===== config.mk =====
export PLATFORM = sky130hd
export DESIGN_NAME = ceespu_memory
export DESIGN_NICKNAME = d
export VERILOG_FILES = /design/src/rtl/ceespu_memory.sv
export SDC_FILE = /design/constraint.sdc
export NUM_CORES = 1
export LEC_CHECK = 0
export CORE_MARGIN = 2
export CORE_UTILIZATION = 40
export CTS_BUF_LIST = sky130_fd_sc_hd__clkbuf_2 sky130_fd_sc_hd__clkbuf_4 sky130_fd_sc_hd__clkbuf_8
export DETAILED_ROUTE_END_ITERATION = 16
export GPL_TIMING_DRIVEN = 1
export HOLD_SLACK_MARGIN = 0.03
export PLACE_DENSITY = 0.74
export RECOVER_POWER = 25
export REMOVE_ABC_BUFFERS = 1
export SYNTH_ARGS = -nofsm -noshare
export SYNTH_HDL_FRONTEND = slang
export SYNTH_SLANG_ARGS = --single-unit

===== constraint.sdc =====
create_clock -name I_clk -period 1.7 [get_ports I_clk]
set_clock_uncertainty 0.05 [all_clocks]
set_input_delay 0.255 -clock I_clk [delete_from_list [all_inputs] [get_ports I_clk]]
set_output_delay 0.255 -clock I_clk [all_outputs]
set_load 0.1 [all_outputs]

===== src/rtl/ceespu_memory.sv =====
// rtl/ceespu_memory.sv - ceespu memory-access stage with req/ack data bus and load formatting
//
// Takes the execute stage's memory request and writeback control. Non-memory
// instructions pass straight to a registered writeback. Memory instructions
// hold the pipeline (O_busy) while a single req/ack bus transaction runs. Load
// data is then aligned and extended before the writeback is registered.
//
// Ports:
//   I_clk, I_rst         clock (rising edge), asynchronous active-low reset
//   I_memE .. I_we       execute-stage request and writeback control
//   O_dmemReq/Addr/We/Wdata, I_dmemAck/Rdata   data-memory bus
//   O_busy               upstream stall, high for the whole transaction
//   O_we, O_regD, O_wbData   registered register-file writeback
module ceespu_memory (
  input  logic        I_clk,
  input  logic        I_rst,
  input  logic        I_memE,
  input  logic [3:0]  I_memWe,
  input  logic [31:0] I_memAddress,
  input  logic [31:0] I_storeData,
  input  logic [2:0]  I_selMem,
  input  logic [1:0]  I_selWb,
  input  logic [31:0] I_aluResult,
  input  logic [13:0] I_PC,
  input  logic [4:0]  I_regD,
  input  logic        I_we,
  output logic        O_dmemReq,
  output logic [31:0] O_dmemAddr,
  output logic [3:0]  O_dmemWe,
  output logic [31:0] O_dmemWdata,
  input  logic        I_dmemAck,
  input  logic [31:0] I_dmemRdata,
  output logic        O_busy,
  output logic        O_we,
  output logic [4:0]  O_regD,
  output logic [31:0] O_wbData
);

  typedef enum logic {S_IDLE, S_WAIT} state_t;

  state_t      state;
  logic [2:0]  sel_mem_q;
  logic [1:0]  sel_wb_q;
  logic [1:0]  off_q;
  logic [4:0]  reg_d_q;
  logic        we_q;
  logic [31:0] alu_q;
  logic [13:0] pc_q;

  // Extracts the addressed field and extends it. The half-word lane choice
  // uses off[0], mirroring how execute generates half-word write enables.
  function automatic logic [31:0] fmt_load(input logic [31:0] rdata,
                                           input logic [2:0]  sel,
                                           input logic [1:0]  off);
    logic [15:0] half;
    logic [7:0]  byte_v;
    logic        zext;
    logic [31:0] res;
    zext = sel[2];
    half = off[0] ? rdata[31:16] : rdata[15:0];
    case (off)
      2'd0:    byte_v = rdata[7:0];
      2'd1:    byte_v = rdata[15:8];
      2'd2:    byte_v = rdata[23:16];
      default: byte_v = rdata[31:24];
    endcase
    case (sel[1:0])
      2'd1:    res = {{16{~zext & half[15]}}, half};
      2'd2:    res = {{24{~zext & byte_v[7]}}, byte_v};
      default: res = rdata;
    endcase
    return res;
  endfunction

  // Non-load writeback source; the link value wraps within the 14-bit PC.
  function automatic logic [31:0] wb_src(input logic [1:0]  sel_wb,
                                         input logic [31:0] alu,
                                         input logic [13:0] pc);
    logic [13:0] link;
    link = pc + 14'd1;
    return (sel_wb == 2'd2) ? {18'b0, link} : alu;
  endfunction

  assign O_busy    = (state == S_WAIT);
  assign O_dmemReq = (state == S_WAIT);

  always_ff @(posedge I_clk or negedge I_rst) begin
    if (!I_rst) begin
      state       <= S_IDLE;
      O_dmemAddr  <= '0;
      O_dmemWe    <= '0;
      O_dmemWdata <= '0;
      sel_mem_q   <= '0;
      sel_wb_q    <= '0;
      off_q       <= '0;
      reg_d_q     <= '0;
      we_q        <= 1'b0;
      alu_q       <= '0;
      pc_q        <= '0;
      O_we        <= 1'b0;
      O_regD      <= '0;
      O_wbData    <= '0;
    end else begin
      case (state)
        S_IDLE: begin
          if (I_memE) begin
            O_dmemAddr  <= {I_memAddress[31:2], 2'b00};
            O_dmemWe    <= I_memWe;
            O_dmemWdata <= I_storeData;
            sel_mem_q   <= I_selMem;
            sel_wb_q    <= I_selWb;
            off_q       <= I_memAddress[1:0];
            reg_d_q     <= I_regD;
            we_q        <= I_we;
            alu_q       <= I_aluResult;
            pc_q        <= I_PC;
            O_we        <= 1'b0;
            state       <= S_WAIT;
          end else begin
            O_we     <= I_we;
            O_regD   <= I_regD;
            O_wbData <= wb_src(I_selWb, I_aluResult, I_PC);
          end
        end
        S_WAIT: begin
          if (I_dmemAck) begin
            O_we     <= we_q;
            O_regD   <= reg_d_q;
            O_wbData <= (sel_wb_q == 2'd1) ? fmt_load(I_dmemRdata, sel_mem_q, off_q)
                                           : wb_src(sel_wb_q, alu_q, pc_q);
            state    <= S_IDLE;
          end else begin
            O_we <= 1'b0;
          end
        end
        default: state <= S_IDLE;
      endcase
    end
  end

endmodule


Word level (Yosys, flattened, before mapping)

Index checks and enable logic that the tools add are counted.

Register bits: 164
Bits of input ports: 161
Output and inout port bits: 108

Add/sub/neg operators: 2
Eq/ne operators: 9
Muxes and demuxes: 20
Bitwise gates (word level): 4
Reductions and logical operators: 3

Operator list:

| operator                                                              | count |
|---|---|
| 32-bit two-way mux                                                    | 5 |
| 32-bit one-hot mux with 2 select lines                                | 2 |
| 14-bit by 1-bit adder with 14-bit output, second input constant       | 2 |
| 8-bit one-hot mux with 3 select lines                                 | 1 |
| 16-bit two-way mux                                                    | 1 |
| 8-bit two-way mux                                                     | 2 |
| 5-bit two-way mux                                                     | 2 |
| 5-bit one-hot mux with 2 select lines                                 | 1 |
| 2-bit equality test, second input constant                            | 4 |
| 2-bit by 1-bit equality test with 1-bit output, second input constant | 3 |
| 1-bit two-way mux                                                     | 4 |
| 2-bit != test, second input constant                                  | 2 |
| 1-bit one-hot mux with 2 select lines                                 | 2 |
| 2-bit AND reduction                                                   | 2 |
| 1-bit bitwise AND                                                     | 2 |
| 2-bit logical NOT                                                     | 1 |
| 1-bit inverter                                                        | 2 |

Depth between registers and ports, before layout

Depth in word-level cells: 9
Gate-level depth with buffers: 8
Gate-level depth less buffers: 7

Least setup slack after synthesis

No wires, ideal clock.

Path kind: reg2reg
Start: reg state, in the netlist O_busy
End: reg O_wbData[6]
Data arrival time: 2.192 ns
Data required time: 1.525 ns
Setup slack: -0.667 ns
Stages on the path, launching flop included: 7
Clock period less this slack: 2.367 ns
Cells stage by stage: dfrtp_1 > buf_2 > buf_1 > clkbuf_1 > o21ai_0 > a21oi_1 > o21ai_1

Word-level cells in the longest chain between the ends: 3
Elaborated cells between the ends (all ways): 5
Classes of those cells: eq/ne: 2; mux: 1; bitwise: 1; reduce/logical: 1

RTL lines:

| element                              | RTL line | text |
|---|---|---|
| start: declaration                   | 41       | `state_t state;` |
| start signal: assignment             | 89       | `state <= S_IDLE;` |
| start signal: assignment             | 118      | `state <= S_WAIT;` |
| start signal: assignment             | 131      | `state <= S_IDLE;` |
| 1-bit inverter (no source line)      | n/a      |  |
| 2-bit != test (no source line)       | n/a      |  |
| 2-bit AND reduction (no source line) | n/a      |  |
| end signal: assignment               | 122      | `O_wbData <= wb_src(I_selWb, I_aluResult, I_PC);` |
| end signal: assignment               | 129      | `O_wbData <= (sel_wb_q == 2'd1) ? fmt_load(I_dmemRdata, sel_mem_q, off_q)` |
| end: declaration                     | 36       | `output logic [31:0] O_wbData` |

Parallel ways exist; a longest one is shown, timed or not.
A chain may end at the register's enable or synchronous reset.

Worst setup path after layout

Start: reg off_q[0]
End: reg O_wbData[8]

Word-level cells in the longest chain between the ends: 9
Elaborated cells between the ends (all ways): 12
Classes of those cells: eq/ne: 2; mux: 8; bitwise: 1; reduce/logical: 1

RTL lines:

| element                                           | RTL line | text |
|---|---|---|
| start: declaration                                | 44       | `logic [1:0] off_q;` |
| start signal: assignment                          | 112      | `off_q <= I_memAddress[1:0];` |
| 2-bit equality test, or another cell as far along | 61       | `case (off)` |
| 8-bit one-hot mux with 3 select lines             | 61       |  |
| 8-bit two-way mux                                 | 126      | `if (I_dmemAck) begin` |
| 8-bit two-way mux                                 | 104      | `case (state)` |
| 1-bit bitwise AND                                 | 69       | `2'd2: res = {{24{~zext & byte_v[7]}}, byte_v};` |
| 32-bit one-hot mux with 2 select lines *          | 67       | `case (sel[1:0])` |
| 32-bit two-way mux *                              | 129      |  |
| 32-bit two-way mux *                              | 126      |  |
| 32-bit one-hot mux with 2 select lines *          | 104      |  |

Every way passes the cells marked *; elsewhere a longest branch is shown, timed or not. The select of a mux whose other input is x is not followed.

==> results.py <==
metrics = {
    "placement": {
        "gp_congestion": 0.891,
        "io_buffers": 266,
        "placed_area_um2": 13200,
        "dp_hpwl_um": 21700,
        "dp_cells": 1338,
    },
    "worst_setup_path": {
        "cp_max_fo": 7,
        "reg2reg_from": "off_q[0]",
        "worst_ep_arrival_time_ns": 2.26,
        "worstPathRequired_ns": 1.99,
        "cp-start-kind": "flop",
        "r2r_cells": 7,
        "cpMaxStageDelayCell": "dfrtp_1",
        "path_buf_inv": 2,
        "crit_chain": "buf_12 -> buf_8 -> mux2i_4 -> a2bb2oi_4 -> a211oi_1 -> a2111oi_0 -> a311oi_1",
        "path_class": "reg -> reg",
        "crit_family": "compound AO/OA/AOI/OAI gates",
        "max_stage_delay_ns": 0.44,
        "worstReg2RegEnd": "O_wbData[8]",
        "end_kind": "flop",
        "regToRegSetupSlack_ns": -0.27,
    },
    "layout": {
        "multi_input_area_um2": 4090,
        "layout-drive-gt1-share_pct": 40.4,
        "layout_common_cells": "dfrtp_1 (163), clkdlybuf4s50_1 (159), mux2_2 (128)",
        "syn2layout_area_growth_pct": 68.4,
        "design_area_um2": 14000,
        "utilization_pct": 68.9,
        "fillers": 1425,
        "seq_area_um2": 4110,
        "finalNonFillerCells": 1385,
        "layout_commonest_cell": "dfrtp_1",
        "nNetsFinal": 1264,
    },
    "routing": {
        "vias": 7835,
        "routedWlPerCell_um": 21.3,
        "vias_per_cell": 5.66,
        "first_pass_iters": 5,
        "drt-initial-drc-count": 567,
        "drc": 0,
        "drt-total-wl_um": 29500,
        "antenna_left": 0,
    },
    "logic_synthesis": {
        "synth_edf_count": 0,
        "avgSynthCellArea_um2": 11.2,
        "ys_top_cells_by_area": "dfrtp_1 (49%), mux2_2 (18%), nand2_1 (3.0%), o21ai_0 (2.5%), mux4_2 (2.2%)",
        "synth-seq-cells": 164,
        "yosys_warnings": 0,
        "synth_area_um2": 8300,
        "synthFlopType": "dfrtp_1",
        "ys_seq_area_share_pct": 49.4,
        "yosysTopAreaCell": "dfrtp_1",
        "synth.top_cell.area_share_pct": 49.4,
        "synth_cell_type_count": 56,
        "netlist_instances": 739,
        "synth-async-reset-ratio_pct": 100,
    },
    "worst_hold_path": {
        "hp-class": "in -> async",
    },
    "floorplan": {
        "start_util_pct": 40.9,
        "io_pins": 269,
        "coreArea_um2": 20300,
        "rows": 52,
        "fp.dieArea_um2": 21900,
        "die_y_um": 148,
        "dieWidth_um": 148,
    },
    "pwr": {
        "p_clk_share_pct": 12.5,
        "seqPwrFrac_pct": 26.5,
        "ir_drop_mv": 1.03,
        "leakagePower_nw": 5.83,
        "internal_power_mw": 11.8,
        "switching_power_mw": 11.6,
        "swShare_pct": 49.6,
        "powerDensity_nw_per_um2": 1680,
        "combPwrFrac_pct": 61.0,
    },
    "timing": {
        "fin_ws_ns": -0.272,
        "tightest_slew_ns": 0.852,
        "finalSetupViolations": 36,
        "drv_slew": 0,
        "finalCritPeriodShare_pct": 116,
        "relSlewSlack_pct": 43.2,
        "period_minus_slack_ns": 1.97,
        "tns_ns": -7.33,
        "grt_setup_unrepaired": "yes",
        "hold_violations": 0,
        "fmaxAchievable_ghz": 0.507,
    },
    "clock_network": {
        "clockBufferDepth": 2,
        "htree_levels": 4,
        "cts-buffers-inserted": 17,
        "cts_tree": "yes",
        "clkTransAtPathRegs_ns": 0.11,
        "cts_root_buffer": "clkbuf_8",
        "numClockSinks": 164,
        "clkLatencyLatePin_ns": 0.46,
    },
    "global_routing": {
        "grt-ovfl-total": 0,
        "grt_pass1_wl_um": 45000,
        "grt_usage_pct": 26.5,
        "grt_antenna_before_repair": 2,
        "grt_pass1_vias": 8246,
        "grt_max_degree": 64,
    },
    "outcome": {
        "status": "finished with violations",
        "violations": "setup timing",
    },
    "flow_run": {
        "max_cap_violations": 0,
    },
}
==> power groups by stage <==
stage	logic, mW	clock network, mW	registers [mW]
3_5_place_dp	13.8	0	6.26
6_report	14.3	2.93	6.21
5_1_grt	14.8	3.13	6.35
3_3_place_gp	13.6	0	6.20
2_1_floorplan	2.65	0	11.4
4_1_cts	14.0	2.98	6.20
==> area by class of cell <==
cell class,instances,share of cell area (%)
diodes,3,0.0537
clock buffers,18,1.77
clock inverters,14,1.15
inverters,11,0.313
multi-input cells,508,29.3
flip-flops and latches,164,29.4
well taps,270,2.42
repair buffers,397,35.6
==> what timing repair did <==
action	CTS	global route
resized for setup	23	36
setup endpoints to repair	34	59
endpoints found under the hold margin	164	0
setup buffers	4	5
gates cloned	0	3
pin swaps	28	18
hold buffers	1	0
==> stage by stage <==
step | setup WS [ns] | power (mW) | hold slack [ns]
5_1_grt | -0.330 | 24.3 | 0.213
2_1_floorplan | -6.64 | 14.1 | -0.0906
6_report | -0.272 | 23.5 | 0.191
4_1_cts | -0.239 | 23.2 | 0.0692
3_3_place_gp | -0.473 | 19.8 | 0.0232
3_5_place_dp | -0.534 | 20.1 | 0.0225
==> synthesized netlist by cell type (all sizes together) (3+ instances only) <==
master,n
inv,11
xor2,7
or3,3
xnor2,14
a32oi,6
clkbuf,30
nand2,66
nand3,13
nor2,37
o211ai,5
a22oi,11
a221o,5
a221oi,16
a211oi,17
o221ai,3
a21o,3
mux4,8
a21oi,29
dfrtp,164
nor3,10
nor4,5
buf,27
a31oi,12
o21ai,45
o21a,3
nor2b,4
ha,4
mux2,131
o22ai,12
o221a,3
mux2i,7
o31ai,3
nand2b,7
==> flip-flops by register name, indices dropped and copies added, names as in the netlist <==
| name | cells |
|---|---|
| O_busy | 1 |
| O_dmemAddr | 30 |
| O_dmemWdata | 32 |
| O_dmemWe | 4 |
| O_regD | 5 |
| O_wbData | 32 |
| O_we | 1 |
| alu_q | 32 |
| off_q | 2 |
| pc_q | 14 |
| reg_d_q | 5 |
| sel_mem_q | 3 |
| sel_wb_q | 2 |
| we_q | 1 |
==> kinds of logic (layout without fill, tap and decap cells) <==
group	Yosys count	count (layout)	synth area share, %
XOR/XNOR	21	21	2.22
other	1	5	0.0452
flip-flops	164	164	49.4
adder cells (fa/ha/maj)	4	4	0.603
multiplexers	146	146	20.8
AO/OA/AOI/OAI	181	181	14.8
buffers and inverters	68	440	3.74
AND/OR/NAND/NOR	154	154	8.41
==> routing by layer <==
layer	GRT usage, %	share of wire, %	vias to the layer above
met5	0	0	-
met4	12.5	4.2	0
met3	8.22	10	80
met2	44.1	49	455
met1	31.4	37	3851
li1	-	-	3449
==> worst max-delay path by stage <==
stage	startpoint	end	cells past startpoint
floorplan	O_busy	O_dmemAddr[10]	2
global placement	I_PC[1]	O_wbData[13]	6
detailed placement	I_PC[1]	O_wbData[13]	6
CTS	off_q[0]	O_wbData[4]	5
global route	off_q[0]	O_wbData[13]	7
finish	off_q[0]	O_wbData[8]	7
No activity file was read; power rests on OpenSTA's default activity.
